`config.mk`:
```
export PLATFORM = sky130hd
export DESIGN_NAME = stream_demux
export DESIGN_NICKNAME = d
export VERILOG_FILES = /design/src/rtl/stream_demux_pkg.sv /design/src/rtl/stream_slot.sv /design/src/rtl/stream_demux.sv
export SDC_FILE = /design/constraint.sdc
export NUM_CORES = 1
export LEC_CHECK = 0
export CORE_UTILIZATION = 47
export DETAILED_ROUTE_END_ITERATION = 8
export PLACE_DENSITY = 0.87
export SLEW_MARGIN = 20
export SYNTH_ARGS = -nofsm -noshare
export SYNTH_HDL_FRONTEND = slang
export SYNTH_SLANG_ARGS = --single-unit
```
`constraint.sdc`:
```
create_clock -name clk -period 2 [get_ports clk]
set_input_delay 0.4 -clock clk [delete_from_list [all_inputs] [get_ports clk]]
set_output_delay 0.4 -clock clk [all_outputs]
set_load 0.02 [all_outputs]
```
`src/rtl/stream_demux_pkg.sv`:
```
// rtl/stream_demux_pkg.sv - shared types and helpers for the stream demultiplexer
package stream_demux_pkg;

  typedef enum logic {
    IDLE   = 1'b0,
    LOCKED = 1'b1
  } demux_state_t;

  // Width of the channel select; never narrower than one bit.
  function automatic int sel_width(input int n);
    int w;
    w = $clog2(n);
    if (w < 1) w = 1;
    return w;
  endfunction

endpackage

```
`src/rtl/stream_slot.sv`:
```
// rtl/stream_slot.sv - one-entry registered output slot with drain/reload
module stream_slot #(
  parameter int WIDTH_DATA = 8
) (
  input  logic                  clk,
  input  logic                  rst_n,
  input  logic                  load,
  input  logic [WIDTH_DATA-1:0] load_data,
  input  logic                  load_last,
  input  logic                  ready,
  output logic [WIDTH_DATA-1:0] data,
  output logic                  valid,
  output logic                  last,
  output logic                  free
);

  // A full slot can take a new beat in the same cycle it drains.
  assign free = ~valid | ready;

  // Load has priority over drain; data and last hold after a drain.
  always_ff @(posedge clk or negedge rst_n) begin
    if (!rst_n) begin
      valid <= 1'b0;
      data  <= '0;
      last  <= 1'b0;
    end else if (load) begin
      valid <= 1'b1;
      data  <= load_data;
      last  <= load_last;
    end else if (valid && ready) begin
      valid <= 1'b0;
    end
  end

endmodule

```
`src/rtl/stream_demux.sv`:
```
// rtl/stream_demux.sv - 1:N valid/ready stream demultiplexer with per-packet route lock
module stream_demux
  import stream_demux_pkg::*;
#(
  parameter int NUM_OUTPUTS = 8,
  parameter int WIDTH_DATA  = 8
) (
  input  logic                                    clk,
  input  logic                                    rst_n,
  input  logic [WIDTH_DATA-1:0]                   in_data,
  input  logic                                    in_valid,
  input  logic                                    in_last,
  output logic                                    in_ready,
  input  logic [sel_width(NUM_OUTPUTS)-1:0]       sel,
  output logic [NUM_OUTPUTS-1:0][WIDTH_DATA-1:0]  out_data,
  output logic [NUM_OUTPUTS-1:0]                  out_valid,
  output logic [NUM_OUTPUTS-1:0]                  out_last,
  input  logic [NUM_OUTPUTS-1:0]                  out_ready,
  output logic                                    locked,
  output logic                                    drop
);

  localparam int SW = sel_width(NUM_OUTPUTS);

  demux_state_t           state;
  logic [SW-1:0]          route;
  logic [SW-1:0]          eff_route;
  logic [NUM_OUTPUTS-1:0] hit;
  logic [NUM_OUTPUTS-1:0] slot_free;
  logic [NUM_OUTPUTS-1:0] load;
  logic                   route_ok;
  logic                   accept;

  // The first beat of a packet steers by sel; later beats use the latched route.
  assign eff_route = (state == IDLE) ? sel : route;

  // One-hot decode of the route; an all-zero result means out of range.
  always_comb begin
    hit = '0;
    for (int k = 0; k < NUM_OUTPUTS; k++) begin
      hit[k] = (eff_route == SW'(k));
    end
  end

  assign route_ok = |hit;
  // Out-of-range beats are always taken so the drop path never stalls.
  assign in_ready = route_ok ? |(hit & slot_free) : 1'b1;
  assign accept   = in_valid & in_ready;
  assign load     = {NUM_OUTPUTS{in_valid}} & hit & slot_free;
  assign locked   = (state == LOCKED);

  // Packet tracking, route latch and drop pulse.
  always_ff @(posedge clk or negedge rst_n) begin
    if (!rst_n) begin
      state <= IDLE;
      route <= '0;
      drop  <= 1'b0;
    end else begin
      drop <= accept & ~route_ok;
      case (state)
        IDLE: begin
          if (accept && !in_last) begin
            route <= sel;
            state <= LOCKED;
          end
        end
        LOCKED: begin
          if (accept && in_last) begin
            state <= IDLE;
          end
        end
        default: state <= IDLE;
      endcase
    end
  end

  for (genvar g = 0; g < NUM_OUTPUTS; g++) begin : g_slot
    stream_slot #(
      .WIDTH_DATA(WIDTH_DATA)
    ) u_slot (
      .clk       (clk),
      .rst_n     (rst_n),
      .load      (load[g]),
      .load_data (in_data),
      .load_last (in_last),
      .ready     (out_ready[g]),
      .data      (out_data[g]),
      .valid     (out_valid[g]),
      .last      (out_last[g]),
      .free      (slot_free[g])
    );
  end

endmodule

```
Yosys cells after proc, flatten, opt, wreduce, memory -nomap -nowiden
Cells that the tools add are included.
Widths: inputs -> output; s select.
Storage, ports and cells
  bits in registers: 85
  input port bits: 23
  output and inout bits: 83
  logic and storage cells: 101
Operators by class
  eq/ne operators: 7
  muxes and demuxes: 21
  bitwise operators: 23
  reductions and logical operators: 23
Operators with widths (count)
  $and 8x8->8: 3
  $mux 1: 19
  $reduce_bool 2->1: 8
  $reduce_or 8->1: 2
  $eq 3x3->1 const B: 4
  $logic_and 1x1->1: 10
  $not 1->1: 10
  $or 1x1->1: 8
  $eq 3x2->1 const B: 2
  $eq 3x1->1 const B: 1
  $logic_not 3->1: 1
  $mux 3: 1
  $and 1x1->1: 2
  $pmux 1 s2: 1
  $reduce_and 2->1: 1
  $logic_not 1->1: 1

Logic depth before layout (Yosys ltp)
  depth after elaboration: 9
  mapped depth: 6
  depth with buffers taken out: 5

Cells and area by module
From an unflattened synthesis, not the netlist that was laid out.
Second synthesis, totals
  cells, all modules: 225
  area, all modules: 3721.1 sq um
Modules (own cells, without submodules)
  stream_slot: times used 8, cells an instance 22, area each 409.1 sq um, sequential area each 250.2 sq um
  stream_demux: times used 1, cells an instance 49, area each 447.9 sq um, sequential area each 125.1 sq um

Worst setup path before layout
OpenSTA, ideal clock, no wires.
  path type: flip-flop to output port
  start: register (tool-made name)
  end: output in_ready
  data arrival time: 1643 ps
  required time: 1600 ps
  path slack: -43 ps
  cell stages (with the launch flop): 6
  path through: dfrtp_1 buf_6 mux2i_4 mux2i_1 o22ai_2 or2_2
RTL lines
  end: declaration: line stream_demux.sv:13  | output logic in_ready,

==> impl_metrics.prom <==
# TYPE chip_impl_metric gauge
chip_impl_metric{name="cp_data_arrival_time",unit="ns"} 1.89
chip_impl_metric{name="clock_sink_count",unit=""} 85
chip_impl_info{name="end_kind",value="output port"} 1
chip_impl_metric{name="maxSlewHeadroom",unit="%"} 62.54
chip_impl_metric{name="initial_utilization",unit="%"} 49.78
chip_impl_metric{name="grt_max_degree",unit=""} 44
chip_impl_metric{name="num_vias",unit=""} 2424
chip_impl_metric{name="cp_data_required_time",unit="ns"} 1.60
chip_impl_metric{name="syn_area",unit="µm²"} 3476
chip_impl_info{name="cts_root_buffer",value="sky130_fd_sc_hd__clkbuf_8"} 1
chip_impl_metric{name="internal-power",unit="µW"} 5604
chip_impl_metric{name="cts-root-to-sink-buffers",unit=""} 2
chip_impl_metric{name="share_of_layout_cells_above_drive_strength_1",unit="%"} 37.00
chip_impl_metric{name="h_tree_depth",unit=""} 3
chip_impl_metric{name="clock_insertion_delay_at_the_later_pin_of_the_skew_report",unit="ns"} 0.35
chip_impl_metric{name="grt_util_all_layers",unit="%"} 23.42
chip_impl_metric{name="dp_hpwl",unit="mm"} 5.884
chip_impl_metric{name="power.leakage",unit="µW"} 0.002215
chip_impl_metric{name="route.final.wire_length",unit="mm"} 8.774
chip_impl_info{name="synth_area_leader_cell",value="sky130_fd_sc_hd__dfrtp_1"} 1
chip_impl_metric{name="p_seq_share",unit="%"} 33.8
chip_impl_info{name="violations",value="setup timing"} 1
chip_impl_info{name="timing.critical_path.from_type",value="register"} 1
chip_impl_metric{name="p_per_area",unit="nW/µm²"} 1755
chip_impl_metric{name="seq_area_frac_synth",unit="%"} 61.20
chip_impl_metric{name="post_synth.cell_area_avg",unit="µm²"} 14.67
chip_impl_metric{name="grt_overflow_total",unit=""} 0
chip_impl_metric{name="r2r_slack",unit="ns"} -0.13
chip_impl_metric{name="cts_buffers",unit=""} 9
chip_impl_metric{name="synth_nets",unit=""} 260
chip_impl_metric{name="final_nets",unit=""} 391
chip_impl_metric{name="grt_pass1_wl",unit="mm"} 13.04
chip_impl_metric{name="cp_max_fo",unit=""} 6
chip_impl_metric{name="cap_viol_max_count",unit=""} 0
chip_impl_info{name="final_cell_mix",value="101 x sky130_fd_sc_hd__clkdlybuf4s50_1, 84 x sky130_fd_sc_hd__dfrtp_1, 65 x sky130_fd_sc_hd__mux2_2"} 1
chip_impl_metric{name="drt.antenna.violating_nets",unit=""} 0
chip_impl_metric{name="coreArea",unit="µm²"} 6982
chip_impl_info{name="kind_of_path_behind_the_tightest_hold_check",value="in -> async"} 1
chip_impl_metric{name="p_comb_share",unit="%"} 54.8
chip_impl_info{name="tritoncts",value="built"} 1
chip_impl_metric{name="timing.clock.skew",unit="ns"} 0.01375
chip_impl_metric{name="multi_input_comb_area",unit="µm²"} 1277
chip_impl_metric{name="fp.dieH",unit="µm"} 88.00
chip_impl_metric{name="clockPowerShare",unit="%"} 11.4
chip_impl_metric{name="netlist.area_leader.share",unit="%"} 61.20
chip_impl_metric{name="top_ports",unit=""} 106
chip_impl_metric{name="finalHoldViolations",unit=""} 0
chip_impl_metric{name="row_count",unit=""} 30
chip_impl_metric{name="port-buffer-count",unit=""} 105
chip_impl_metric{name="max_clock_freq",unit="MHz"} 435.9
chip_impl_metric{name="dieArea",unit="µm²"} 7743
chip_impl_metric{name="antennaDiodeCount",unit=""} 0
chip_impl_metric{name="final-max-slew-violation-count",unit=""} 0
chip_impl_metric{name="number_of_antenna_violations_at_the_first_check_in_global_routing",unit=""} 0
chip_impl_metric{name="power.switching",unit="µW"} 3330
chip_impl_metric{name="fp.dieW",unit="µm"} 88.00
chip_impl_metric{name="path_clk_slew",unit="ns"} 0.09
chip_impl_metric{name="synth.distinct_cells",unit=""} 24
chip_impl_metric{name="gp_routability_congestion",unit=""} 0.9099
chip_impl_info{name="rsz0062_at_grt",value="yes"} 1
chip_impl_info{name="rr_endpoint",value="route[1]$_DFFE_PN0P_"} 1
chip_impl_metric{name="area.sequential",unit="µm²"} 2128
chip_impl_info{name="mostFrequentLayoutCell",value="sky130_fd_sc_hd__clkdlybuf4s50_1"} 1
chip_impl_metric{name="synthesis_warning_total",unit=""} 0
chip_impl_metric{name="finalWorstPathRequiredPeriod",unit="ns"} 2.294
chip_impl_metric{name="hold_buffers",unit=""} 0
chip_impl_metric{name="ir_drop",unit="mV"} 0.9562
chip_impl_metric{name="fillerInstances",unit=""} 484
chip_impl_info{name="worst-setup-path-type",value="reg -> out"} 1
chip_impl_metric{name="wl_per_cell",unit="µm"} 18.71
chip_impl_metric{name="fin_util",unit="%"} 72.92
chip_impl_metric{name="detailedRoute.firstIterationViolations",unit=""} 108
chip_impl_info{name="run_status",value="complete, but fails checks"} 1
chip_impl_metric{name="setup_viol",unit=""} 6
chip_impl_metric{name="netSwitchingFraction",unit="%"} 37.28
chip_impl_metric{name="dr.pass1.iters",unit=""} 5
chip_impl_metric{name="totalPowerFinal",unit="µW"} 8935
chip_impl_info{name="netlist_top_cells_area",value="sky130_fd_sc_hd__dfrtp_1 61%, sky130_fd_sc_hd__mux2_2 21%, sky130_fd_sc_hd__buf_4 3.5%"} 1
chip_impl_metric{name="worstRegToRegCells",unit=""} 7
chip_impl_metric{name="final_critical_path_setup_slack",unit="ns"} -0.2939
chip_impl_metric{name="ys_ff_latch",unit=""} 85
chip_impl_metric{name="route.detailed.drc",unit=""} 0
chip_impl_metric{name="final_min_period_over_clock_period",unit="%"} 114.7
chip_impl_metric{name="grt_pass1_vias",unit=""} 2508
chip_impl_metric{name="routed_via_density",unit=""} 5.168
chip_impl_metric{name="syn2layout_area_growth",unit="%"} 46.47
chip_impl_metric{name="worst-slew-pin-transition",unit="ns"} 0.5619
chip_impl_metric{name="syn-instance-count",unit=""} 237
cell families after synthesis:
logic type      Yosys count  synth area share (%)
other cells               1                0.1079
simple gates             33                 4.896
buf+inv                  21                 4.212
flops                    85                 61.20
mux                      81                 26.35
compound gates           16                 3.240
critical path, stage by stage, from the launching register on:
cell                      delay, ns
sky130_fd_sc_hd__dfrtp_2       0.45
sky130_fd_sc_hd__buf_4         0.16
sky130_fd_sc_hd__buf_6         0.13
sky130_fd_sc_hd__o32a_1        0.37
sky130_fd_sc_hd__o22ai_2       0.18
sky130_fd_sc_hd__or2_4         0.15
sky130_fd_sc_hd__buf_6         0.10
repair_timing:
item	in CTS	in global routing
cloned	0	1
buffers inserted	2	1
resized for setup	11	18
setup endpoints to repair	4	77
pin swaps	3	3
cell usage after synthesis (all sizes together):
cell	instances
a21oi	1
a31oi	1
a32oi	1
and3	1
buf	18
conb	1
dfrtp	85
inv	3
mux2	74
mux2i	7
nand2	10
nand2b	9
nor2	11
nor3	1
o211ai	1
o21ai	9
o22ai	2
o32a	1
or2	1
metrics by stage:
step / area (µm²) / hold WS, ns / TNS, ns / worst slack, ns / cells
final: 5091 / 0.02929 / -0.6857 / -0.2939 / 469
after global placement: 4816 / 0.4251 / -16.51 / -0.6784 / 449
after CTS: 5005 / 0.03850 / -0.3916 / -0.3017 / 467
after detailed placement: 4816 / 0.4252 / -19.90 / -0.7384 / 449
after global routing: 5091 / 0.06481 / -1.460 / -0.3702 / 469
after floorplan: 3477 / 0.1044 / 0 / 0.01209 / 237
routing by layer:
| layer | global-route usage (%) | vias to the layer above | share of wire [%] | routed length (µm) |
|---|---|---|---|---|
| met5 | 0 | - | 0 | 0 |
| met1 | 28.23 | 1219 | 40 | 3548 |
| li1 | - | 1074 | - | - |
| met2 | 39.68 | 109 | 50 | 4387 |
| met3 | 5.749 | 22 | 6.6 | 576 |
| met4 | 10.88 | 0 | 3.0 | 262 |
worst max-delay path by stage:
stage / to
2_1_floorplan: in_ready
3_3_place_gp: in_ready
3_5_place_dp: in_ready
4_1_cts: in_ready
5_1_grt: in_ready
6_report: in_ready
area by class of cell:
| type | count | share of cell area, % |
|---|---|---|
| Tap cell | 96 | 2.359 |
| Inverter | 3 | 0.2212 |
| Multi-Input combinational cell | 132 | 25.09 |
| Sequential cell | 85 | 41.80 |
| Clock buffer | 11 | 2.580 |
| Timing Repair Buffer | 137 | 27.38 |
| Clock inverter | 5 | 0.5652 |
sequential cells by signal (all words and copies together) (netlist names), named ones only:
| signal | count |
|---|---|
| drop | 1 |
| g_slot.u_slot.data | 64 |
| g_slot.u_slot.last | 8 |
| g_slot.u_slot.valid | 8 |
| route | 3 |
power groups by stage:
stage	Clock, µW	Sequential (µW)	Combinational (µW)
2_1_floorplan	0	3790	1660
3_3_place_gp	0	3000	4540
3_5_place_dp	0	3050	4670
4_1_cts	1040	3010	4760
5_1_grt	1100	3110	5140
6_report	1020	3020	4900
Power figures use the tool's default switching activity.
